**src/rtl/dm_arbiter.sv**
```systemverilog
`default_nettype none
// ============================================================================
// Module   : dm_arbiter
// Purpose  : Two-port round-robin arbiter with a bounded port 1 lock. A
//            registered access stage drives the data memory.
// Options  : DM_ARB_RANGE_CHECK_EN adds r0_err/r1_err. With it, writes to
//            addresses above the decoded range are suppressed.
// Revision : 1.0 - initial release
// ============================================================================
module dm_arbiter #(
  parameter int MEM_AW   = 12,
  parameter int MAX_LOCK = 16
) (
  input  logic        clock,
  input  logic        reset_n,
  input  logic        r0_valid,
  input  logic        r0_write,
  input  logic [31:0] r0_addr,
  input  logic [31:0] r0_wdata,
  output logic        r0_ready,
  output logic        r0_rsp_valid,
  output logic [31:0] r0_rdata,
  input  logic        r1_valid,
  input  logic        r1_write,
  input  logic [31:0] r1_addr,
  input  logic [31:0] r1_wdata,
  output logic        r1_ready,
  output logic        r1_rsp_valid,
  output logic [31:0] r1_rdata,
  input  logic        r1_lock,
  output logic [31:0] dm_address,
  output logic [31:0] dm_data_in,
  output logic        dm_mem_write,
  input  logic [31:0] dm_data_out,
  output logic        busy
`ifdef DM_ARB_RANGE_CHECK_EN
  ,
  output logic        r0_err,
  output logic        r1_err
`endif
);

  localparam int              c_cw       = $clog2(MAX_LOCK + 1);
  localparam logic [c_cw-1:0] c_lock_max = c_cw'(MAX_LOCK);
  localparam logic [c_cw-1:0] c_lock_one = c_cw'(1);
`ifdef DM_ARB_RANGE_CHECK_EN
  localparam logic            c_range_check = 1'b1;
`else
  localparam logic            c_range_check = 1'b0;
`endif

  // Arbiter state
  logic            r_last_grant;
  logic [c_cw-1:0] r_lock_cnt;

  // Access stage
  logic        r_stg_valid;
  logic        r_stg_port;
  logic        r_stg_write;
  logic        r_stg_err;
  logic [31:0] r_stg_addr;
  logic [31:0] r_stg_wdata;

  // Response stage
  logic        r_rsp_valid0;
  logic        r_rsp_valid1;
  logic [31:0] r_rdata0;
  logic [31:0] r_rdata1;

  logic        w_lock_active;
  logic        w_grant0;
  logic        w_grant1;
  logic        w_grant_any;
  logic        w_sel_write;
  logic [31:0] w_sel_addr;
  logic [31:0] w_sel_wdata;
  logic        w_req_err;
  logic [c_cw-1:0] w_lock_cnt_nxt;

  assign w_lock_active = r_last_grant & r1_lock & r1_valid & (r_lock_cnt < c_lock_max);

  // When both ports want the memory, port 1 wins only if port 0 was last or the lock holds.
  always_comb begin
    w_grant0 = 1'b0;
    w_grant1 = 1'b0;
    if (r0_valid && !r1_valid) begin
      w_grant0 = 1'b1;
    end else if (!r0_valid && r1_valid) begin
      w_grant1 = 1'b1;
    end else if (r0_valid && r1_valid) begin
      if (w_lock_active || !r_last_grant) begin
        w_grant1 = 1'b1;
      end else begin
        w_grant0 = 1'b1;
      end
    end
  end

  assign w_grant_any = w_grant0 | w_grant1;
  assign r0_ready    = w_grant0;
  assign r1_ready    = w_grant1;

  // Count only the port 1 grants taken while port 0 is left waiting.
  always_comb begin
    w_lock_cnt_nxt = r_lock_cnt;
    if (!r1_lock || w_grant0 || !w_grant_any) begin
      w_lock_cnt_nxt = '0;
    end else if (w_grant1 && r0_valid) begin
      w_lock_cnt_nxt = r_lock_cnt + c_lock_one;
    end
  end

  always_ff @(posedge clock or negedge reset_n) begin
    if (!reset_n) begin
      r_last_grant <= 1'b1;
      r_lock_cnt   <= '0;
    end else begin
      r_lock_cnt <= w_lock_cnt_nxt;
      if (w_grant_any) begin
        r_last_grant <= w_grant1;
      end
    end
  end

  assign w_sel_write = w_grant1 ? r1_write : r0_write;
  assign w_sel_addr  = w_grant1 ? r1_addr  : r0_addr;
  assign w_sel_wdata = w_grant1 ? r1_wdata : r0_wdata;
  assign w_req_err   = c_range_check & (|w_sel_addr[31:MEM_AW]);

  always_ff @(posedge clock or negedge reset_n) begin
    if (!reset_n) begin
      r_stg_valid <= 1'b0;
      r_stg_port  <= 1'b0;
      r_stg_write <= 1'b0;
      r_stg_err   <= 1'b0;
      r_stg_addr  <= '0;
      r_stg_wdata <= '0;
    end else begin
      r_stg_valid <= w_grant_any;
      if (w_grant_any) begin
        r_stg_port  <= w_grant1;
        r_stg_write <= w_sel_write;
        r_stg_err   <= w_req_err;
        r_stg_addr  <= w_sel_addr;
        r_stg_wdata <= w_sel_wdata;
      end
    end
  end

  assign dm_address   = r_stg_addr;
  assign dm_data_in   = r_stg_wdata;
  assign dm_mem_write = r_stg_valid & r_stg_write & ~r_stg_err;
  assign busy         = r_stg_valid;

  // Write acknowledges leave rdata untouched; errored accesses return zero.
  always_ff @(posedge clock or negedge reset_n) begin
    if (!reset_n) begin
      r_rsp_valid0 <= 1'b0;
      r_rsp_valid1 <= 1'b0;
      r_rdata0     <= '0;
      r_rdata1     <= '0;
    end else begin
      r_rsp_valid0 <= r_stg_valid & ~r_stg_port;
      r_rsp_valid1 <= r_stg_valid &  r_stg_port;
      if (r_stg_valid && !r_stg_port) begin
        if (r_stg_err) begin
          r_rdata0 <= '0;
        end else if (!r_stg_write) begin
          r_rdata0 <= dm_data_out;
        end
      end
      if (r_stg_valid && r_stg_port) begin
        if (r_stg_err) begin
          r_rdata1 <= '0;
        end else if (!r_stg_write) begin
          r_rdata1 <= dm_data_out;
        end
      end
    end
  end

  assign r0_rsp_valid = r_rsp_valid0;
  assign r1_rsp_valid = r_rsp_valid1;
  assign r0_rdata     = r_rdata0;
  assign r1_rdata     = r_rdata1;

`ifdef DM_ARB_RANGE_CHECK_EN
  logic r_err0;
  logic r_err1;

  always_ff @(posedge clock or negedge reset_n) begin
    if (!reset_n) begin
      r_err0 <= 1'b0;
      r_err1 <= 1'b0;
    end else begin
      r_err0 <= r_stg_valid & ~r_stg_port & r_stg_err;
      r_err1 <= r_stg_valid &  r_stg_port & r_stg_err;
    end
  end

  assign r0_err = r_err0;
  assign r1_err = r_err1;
`endif

endmodule
`default_nettype wire

```
**config.mk**
```make
export PLATFORM = sky130hd
export DESIGN_NAME = dm_arbiter
export DESIGN_NICKNAME = d
export VERILOG_FILES = /design/src/rtl/dm_arbiter.sv
export SDC_FILE = /design/constraint.sdc
export NUM_CORES = 1
export LEC_CHECK = 0
export ABC_AREA = 0
export CAP_MARGIN = 20
export CORE_UTILIZATION = 39
export CTS_CLUSTER_DIAMETER = 120
export DETAILED_ROUTE_END_ITERATION = 8
export GPL_ROUTABILITY_DRIVEN = 1
export HOLD_SLACK_MARGIN = 0.02
export PLACE_DENSITY = 0.87
export SYNTH_ARGS = -nofsm -noshare
export SYNTH_HDL_FRONTEND = slang
export SYNTH_SLANG_ARGS = --single-unit
```
**constraint.sdc**
```tcl
create_clock -name clock -period 1.9 [get_ports clock]
set_clock_uncertainty 0.05 [all_clocks]
set_input_delay 0.475 -clock clock [delete_from_list [all_inputs] [get_ports clock]]
set_output_delay 0.475 -clock clock [all_outputs]
set_load 0.05 [all_outputs]
```
== After elaboration in Yosys (flattened, before gate mapping) ==
Cells that the tools add are included.

* Register bits: 139
* Output and inout bits: 134
* Logic and storage cells: 54

* Add/subtract/negate cells: 1
* Magnitude comparators: 1
* Multiplexer cells: 14
* Bitwise logic cells: 9
* Reduce and logical (&&, ||, !) cells: 18

{| class="wikitable"
|+ Operators with widths
! cell !! count
|-
| $mux 32 || 3
|-
| $mux 5 || 2
|-
| $mux 1 || 9
|-
| $and 1x1->1 || 6
|-
| $logic_and 1x1->1 || 6
|-
| $logic_not 1->1 || 6
|-
| $add 5x1->5 const B || 1
|-
| $lt 5x5->1 const B || 1
|-
| $reduce_and 2->1 || 2
|-
| $logic_or 1x1->1 || 3
|-
| $not 1->1 || 2
|-
| $reduce_bool 2->1 || 1
|-
| $or 1x1->1 || 1
|}

== Depth between registers and ports, before layout ==
* Depth after elaboration: 12
* Gate-level depth with buffers: 5
* Mapped depth without buffers: 4

== Least setup slack after synthesis ==
No wires, ideal clock.

* Kind: flip-flop to flip-flop
* Start point: reg r_stg_valid, in the netlist busy
* End point: reg r_rdata0[10], in the netlist r0_rdata[10]
* Arrival time: 1588 ps
* Data required time: 1725 ps
* Setup slack: 137 ps
* Cell stages (with the launch flop): 6
* Path buffers: 2
* Period minus slack after synthesis: 1763 ps
* Cell sequence: dfrtp_1 nor2b_1 nor2b_1 clkbuf_2 buf_4 mux2_2

* Longest elaborated chain between the ends: 2

{| class="wikitable"
|+ Ends and longest elaborated chain
! item !! line !! text
|-
| start, declared || 57 || <nowiki>logic r_stg_valid;</nowiki>
|-
| start signal, assigned || 139 || <nowiki>r_stg_valid <= w_grant_any;</nowiki>
|-
| $logic_and 1x1->1 || 165 || <nowiki>if (r_stg_valid && !r_stg_port) begin</nowiki>
|-
| $reduce_and 2->1 (no source line) || -- ||
|-
| end signal, assigned || 169 || <nowiki>r_rdata0 <= dm_data_out;</nowiki>
|-
| end, declared || 67 || <nowiki>logic [31:0] r_rdata0;</nowiki>
|}

No other way between the ends.
A chain may end at the register's enable or synchronous reset.

== Worst setup path in the final report ==
* Start point: reg r_last_grant
* End point: out r0_ready

* Longest elaborated chain between the ends: 8
* Elaborated cells on any way between the ends: 9
* Classes of those cells: 4 x mux; 3 x bitwise; 2 x reduce/logical

{| class="wikitable"
|+ Ends and longest elaborated chain
! item !! line !! text
|-
| start, declared || 53 || <nowiki>logic r_last_grant;</nowiki>
|-
| start signal, assigned || 120 || <nowiki>r_last_grant <= w_grant1;</nowiki>
|-
| $and 1x1->1 (3 in series) || 80 || <nowiki>assign w_lock_active = r_last_grant & r1_lock & r1_valid & (r_lock_cnt < c_lock_max);</nowiki>
|-
| $logic_or 1x1->1 * || 91 || <nowiki>if (w_lock_active || !r_last_grant) begin</nowiki>
|-
| $mux 1 * || 91 ||
|-
| $mux 1 * || 90 || <nowiki>end else if (r0_valid && r1_valid) begin</nowiki>
|-
| $mux 1 * || 88 || <nowiki>end else if (!r0_valid && r1_valid) begin</nowiki>
|-
| $mux 1 * || 86 || <nowiki>if (r0_valid && !r1_valid) begin</nowiki>
|-
| end, declared || 20 || <nowiki>output logic r0_ready,</nowiki>
|}

Mark *: on every way between the ends. The rest lies on a longest branch, timed or not.

==> results.env <==
FINAL_HOLD_VIOL_COUNT=0
ROUTED_WIRELENGTH_UM=16200
CRITPATHLAUNCHTYPE='flip-flop'
FINAL_CELLS=905
CORE-AREA_MM2=0.0140
DRT_FIRST_ITER_VIOLATIONS=182
WORSTREG2REGSTART='r_lock_cnt[4]$_DFFE_PN0P_'
DPL.CELL_COUNT=867
GP_CONGESTION=0.834
RSZ_0062_RAISED_AFTER_GLOBAL_ROUTING='yes'
CTS_INSERTED_BUFFERS=17
CLOCKROOTBUFFER='clkbuf_16'
YS_SEQ_AREA_FRAC=0.615
I_O_PINS=301
SYNTH_COMPOUND_AREA_FRAC=0.130
POWER_FRAC_COMB=0.363
ROUTE.MET2.WL_UM=8410
SETUP_VIOL=1
ANTENNA_FOUND_INITIAL=0
ANT_NETS=0
DESIGN.DIE.AREA_MM2=0.0150
YOSYS_WARNINGS=0
CRITICAL_PATH_REQUIRED_NS=1.37
ROUTE.DETAILED.VIAS_PER_INST=5.09
FIRST_GLOBAL_VIAS=4781
SYNTH_SIMPLE_GATE_AREA_FRAC=0.0896
WORSTPATHMAXFANOUT=3
HP-CLASS='flip-flop to flip-flop'
FLOORPLAN.DIE.WIDTH_UM=122
CP_DATA_ARRIVAL_TIME_NS=1.42
DRC_ERRORS=0
CLOCK_TREE.BUFFER_DEPTH=2
FIRSTDRTPASSITERS=4
NUM-NETS-FINAL=880
MAX_CLOCK_FREQ_MHz=514
BUFFERS_PLUS_INVERTERS_ON_THE_WORST_SETUP_PATH=1
DRT-WIRELENGTH-PER-CELL_UM=17.9
PEAKVDDDROP_mV=0.668
GR-TOTAL-OVERFLOW=0
SYNTH_TOP_FAMILY_BY_AREA='compound AO/OA/AOI/OAI gates'
POWER.STATIC_LEAKAGE_nW=4.17
TIMING.REG2REG.WORST_PATH_DEPTH=6
WORSTREG2REGEND='dm_data_in[8]$_DFFE_PN0N_'
MAX_SLEW_MARGIN=0.724
POWER_DENSITY_mW_PER_MM2=1200
SYNTHESIS.NETS=567
CLKSLEWWORSTSETUPHOLDPATHS_NS=0.06
CP_SLOWEST_CELL='dfstp_2'
TIMING.FINAL.WS_SETUP_NS=-0.0454
PLACE.PORT_BUFFERS=300
SETUP.WORST_PATH.END_CLASS='output pin'
TIGHTESTPINTRANSITION_NS=0.412
CP_CELL_SEQUENCE='and2_4 -> a22o_4 -> buf_12'
FINAL_COMMON_CELL='clkdlybuf4s50_1'
MUX_CELL_AREA_SHARE_AFTER_SYNTHESIS=0.127
PIN_COUNT_OF_THE_BIGGEST_NET_ENTERING_GLOBAL_ROUTING=54
YS_TYPES=29
POST_SYNTH_INSTANCE_AREA_MM2=0.00566
FINAL_CELL_AREA_MM2=0.00935
ENDPOINT='r0_ready'
GR-USAGE-ALL-LAYERS=0.211
FAILED_CHECKS='setup timing'
START_UTIL=0.403
ROUTEDLENGTHMET1_UM=6280
TIMING.SETUP.TNS_NS=-0.0454
CTS_MAX_LEVEL=4
SYN2LAYOUT_AREA_GROWTH_PCT=65.3
POWER_REPORT.INTERNAL_TOTAL_mW=7.09
NETSWITCHINGFRACTION=0.368
DIE-HEIGHT_UM=122
SYNTHESIS.AREA_PER_INSTANCE_UM2=14.2
MET3_LENGTH_UM=1150
SYNTHADDERAREAFRAC=0.00221
SYN-INSTANCE-COUNT=399
PLACE.DETAILED.HPWL_UM=11800
CELL_FAMILY_WITH_MOST_CP_DELAY='flip-flops'
YOSYS_REGISTER_BITS=139
CRITPATHKIND='flip-flop to output pin'
SYNTH_XOR_AREA_FRAC=0.00155
FIN_CRIT_SH=1.02
TIMING.FINAL.CRIT_PERIOD_NS=1.95
CORE.ROWCOUNT=43
CRIT_PATH_START='r_last_grant$_DFFE_PN1N_'
WIRE_LENGTH_OF_THE_FIRST_GLOBAL_ROUTING_PASS_UM=23900
MAX_STAGE_DELAY_NS=0.55
POWER_FRAC_CLOCK=0.299
TRITONCTS='built'
PLACED_CELL_AREA_MM2=0.00868
SEQUENTIALPOWERSHARE=0.338
P_SW_mW=4.12
MAX_CAP_VIOLATIONS=0
CLOCK_SINKS=139
FILLCELLCOUNT=990
NUM_ANTENNA_CELLS=0
FRACTION_OF_LAYOUT_CELLS_WITH_A_SIZE_SUFFIX_ABOVE_1=0.357
CP_NUM_CELLS=3
VIAS=4606
OUTCOME='finished with violations'
COMMONEST_CELLS_AFTER_ROUTING_FILL_AND_TAPS_ASIDE='162 x clkdlybuf4s50_1, 143 x buf_4, 138 x dfrtp_1, 67 x and2_1, 65 x a221o_1'
TOP_SIGNAL_LAYER_USED='met4'
CLOCK_INSERTION_DELAY_WORST_SKEW_NS=0.41
WORST-R2R-SETUP-SLACK_NS=0.12
FINAL_MAX_SLEW_VIOL_COUNT=0
-- timing repair --
| action | CTS | global route |
|---|---|---|
| gates resized for setup | 6 | 0 |
| buffers inserted | 3 | 2 |
| endpoints found under the hold margin | 38 | 0 |
| endpoints found under the setup margin | 2 | 2 |
| hold buffers | 1 | 0 |
| pin swaps | 2 | 1 |
-- registers in the layout, indices dropped and copies added, names as in the netlist --
name / count
busy: 1
r_last_grant: 1
dm_data_in: 32
r0_rsp_valid: 1
r0_rdata: 32
dm_address: 32
r_stg_write: 1
r1_rdata: 32
r_lock_cnt: 5
r1_rsp_valid: 1
r_stg_port: 1
-- per-layer routing --
layer,GRT usage,vias up
met1,0.235,2254
met2,0.381,228
met4,0.0823,0
met3,0.0576,27
met5,0,-
li1,-,2097
-- layout make-up --
class | instances | area, um2 | share of cell area
clock inverter | 14 | 170 | 0.0182
tap | 180 | 225 | 0.0241
multi-input combinational | 227 | 2020 | 0.216
clock buffer | 18 | 439 | 0.0470
timing repair buffer | 323 | 3000 | 0.321
inverter | 4 | 15.0 | 0.00161
sequential | 139 | 3480 | 0.372
-- cells by family (layout without fill, tap and decap cells) --
logic type      Yosys count  after routing
flops                   139            139
simple gates             83             83
compound gates           78             78
mux                      64             64
buf+inv                  33            359
fa+ha+maj                 1              1
xor+xnor                  1              1
-- worst min path at each step --
| stage | from | end | slack (ns) | depth (start not counted) |
|---|---|---|---|---|
| floorplan | reset_n | busy$_DFF_PN0_ | 0.13 | 0 |
| global placement | reset_n | r1_rdata[21]$_DFFE_PN0P_ | 0.36 | 1 |
| detailed placement | reset_n | r1_rdata[21]$_DFFE_PN0P_ | 0.37 | 1 |
| CTS | r_stg_port$_DFFE_PN0N_ | r0_rsp_valid$_DFF_PN0_ | 0.42 | 1 |
| global route | r_stg_port$_DFFE_PN0N_ | r0_rsp_valid$_DFF_PN0_ | 0.45 | 1 |
| finish | r_stg_port$_DFFE_PN0N_ | r0_rsp_valid$_DFF_PN0_ | 0.42 | 1 |
-- metrics by stage --
stage / hold slack [ns] / utilization / worst slack [ns] / power [mW]
2_1_floorplan: 0.129 / - / 0.137 / 6.32
3_3_place_gp: 0.364 / 0.618 / -0.192 / 7.82
3_5_place_dp: 0.367 / 0.618 / -0.242 / 7.91
4_1_cts: 0.424 / 0.665 / -0.0502 / 11.3
5_1_grt: 0.451 / 0.666 / -0.0818 / 11.6
6_report: 0.422 / 0.666 / -0.0454 / 11.2
-- power by group through the flow --
stage | logic (mW) | registers (mW) | clock network [mW]
final | 4.07 | 3.80 | 3.35
after global routing | 4.24 | 3.85 | 3.53
after CTS | 4.09 | 3.80 | 3.41
after detailed placement | 4.07 | 3.83 | 0
after global placement | 4.01 | 3.80 | 0
after floorplan | 0.714 | 5.60 | 0
-- cells in the mapped netlist, drive strengths merged --
cell type  count  area [um2]
a21o           3        22.5
inv            4        15.0
nor2b          3        18.8
nor2           3        11.3
a31oi          1        6.26
a22o           1        8.76
o21ai          3        15.0
or3            3        18.8
and2          68         428
mux2          64         721
buf           18         134
nand3          2        10.0
nand2b         2        12.5
a21oi          4        23.8
xor2           1        8.76
dfrtp        138        3450
nand2          2        7.51
dfstp          1        26.3
clkbuf        11        43.8
ha             1        12.5
a32o           1        10.0
a221o         65         651
(Power assumes the default switching activity.)
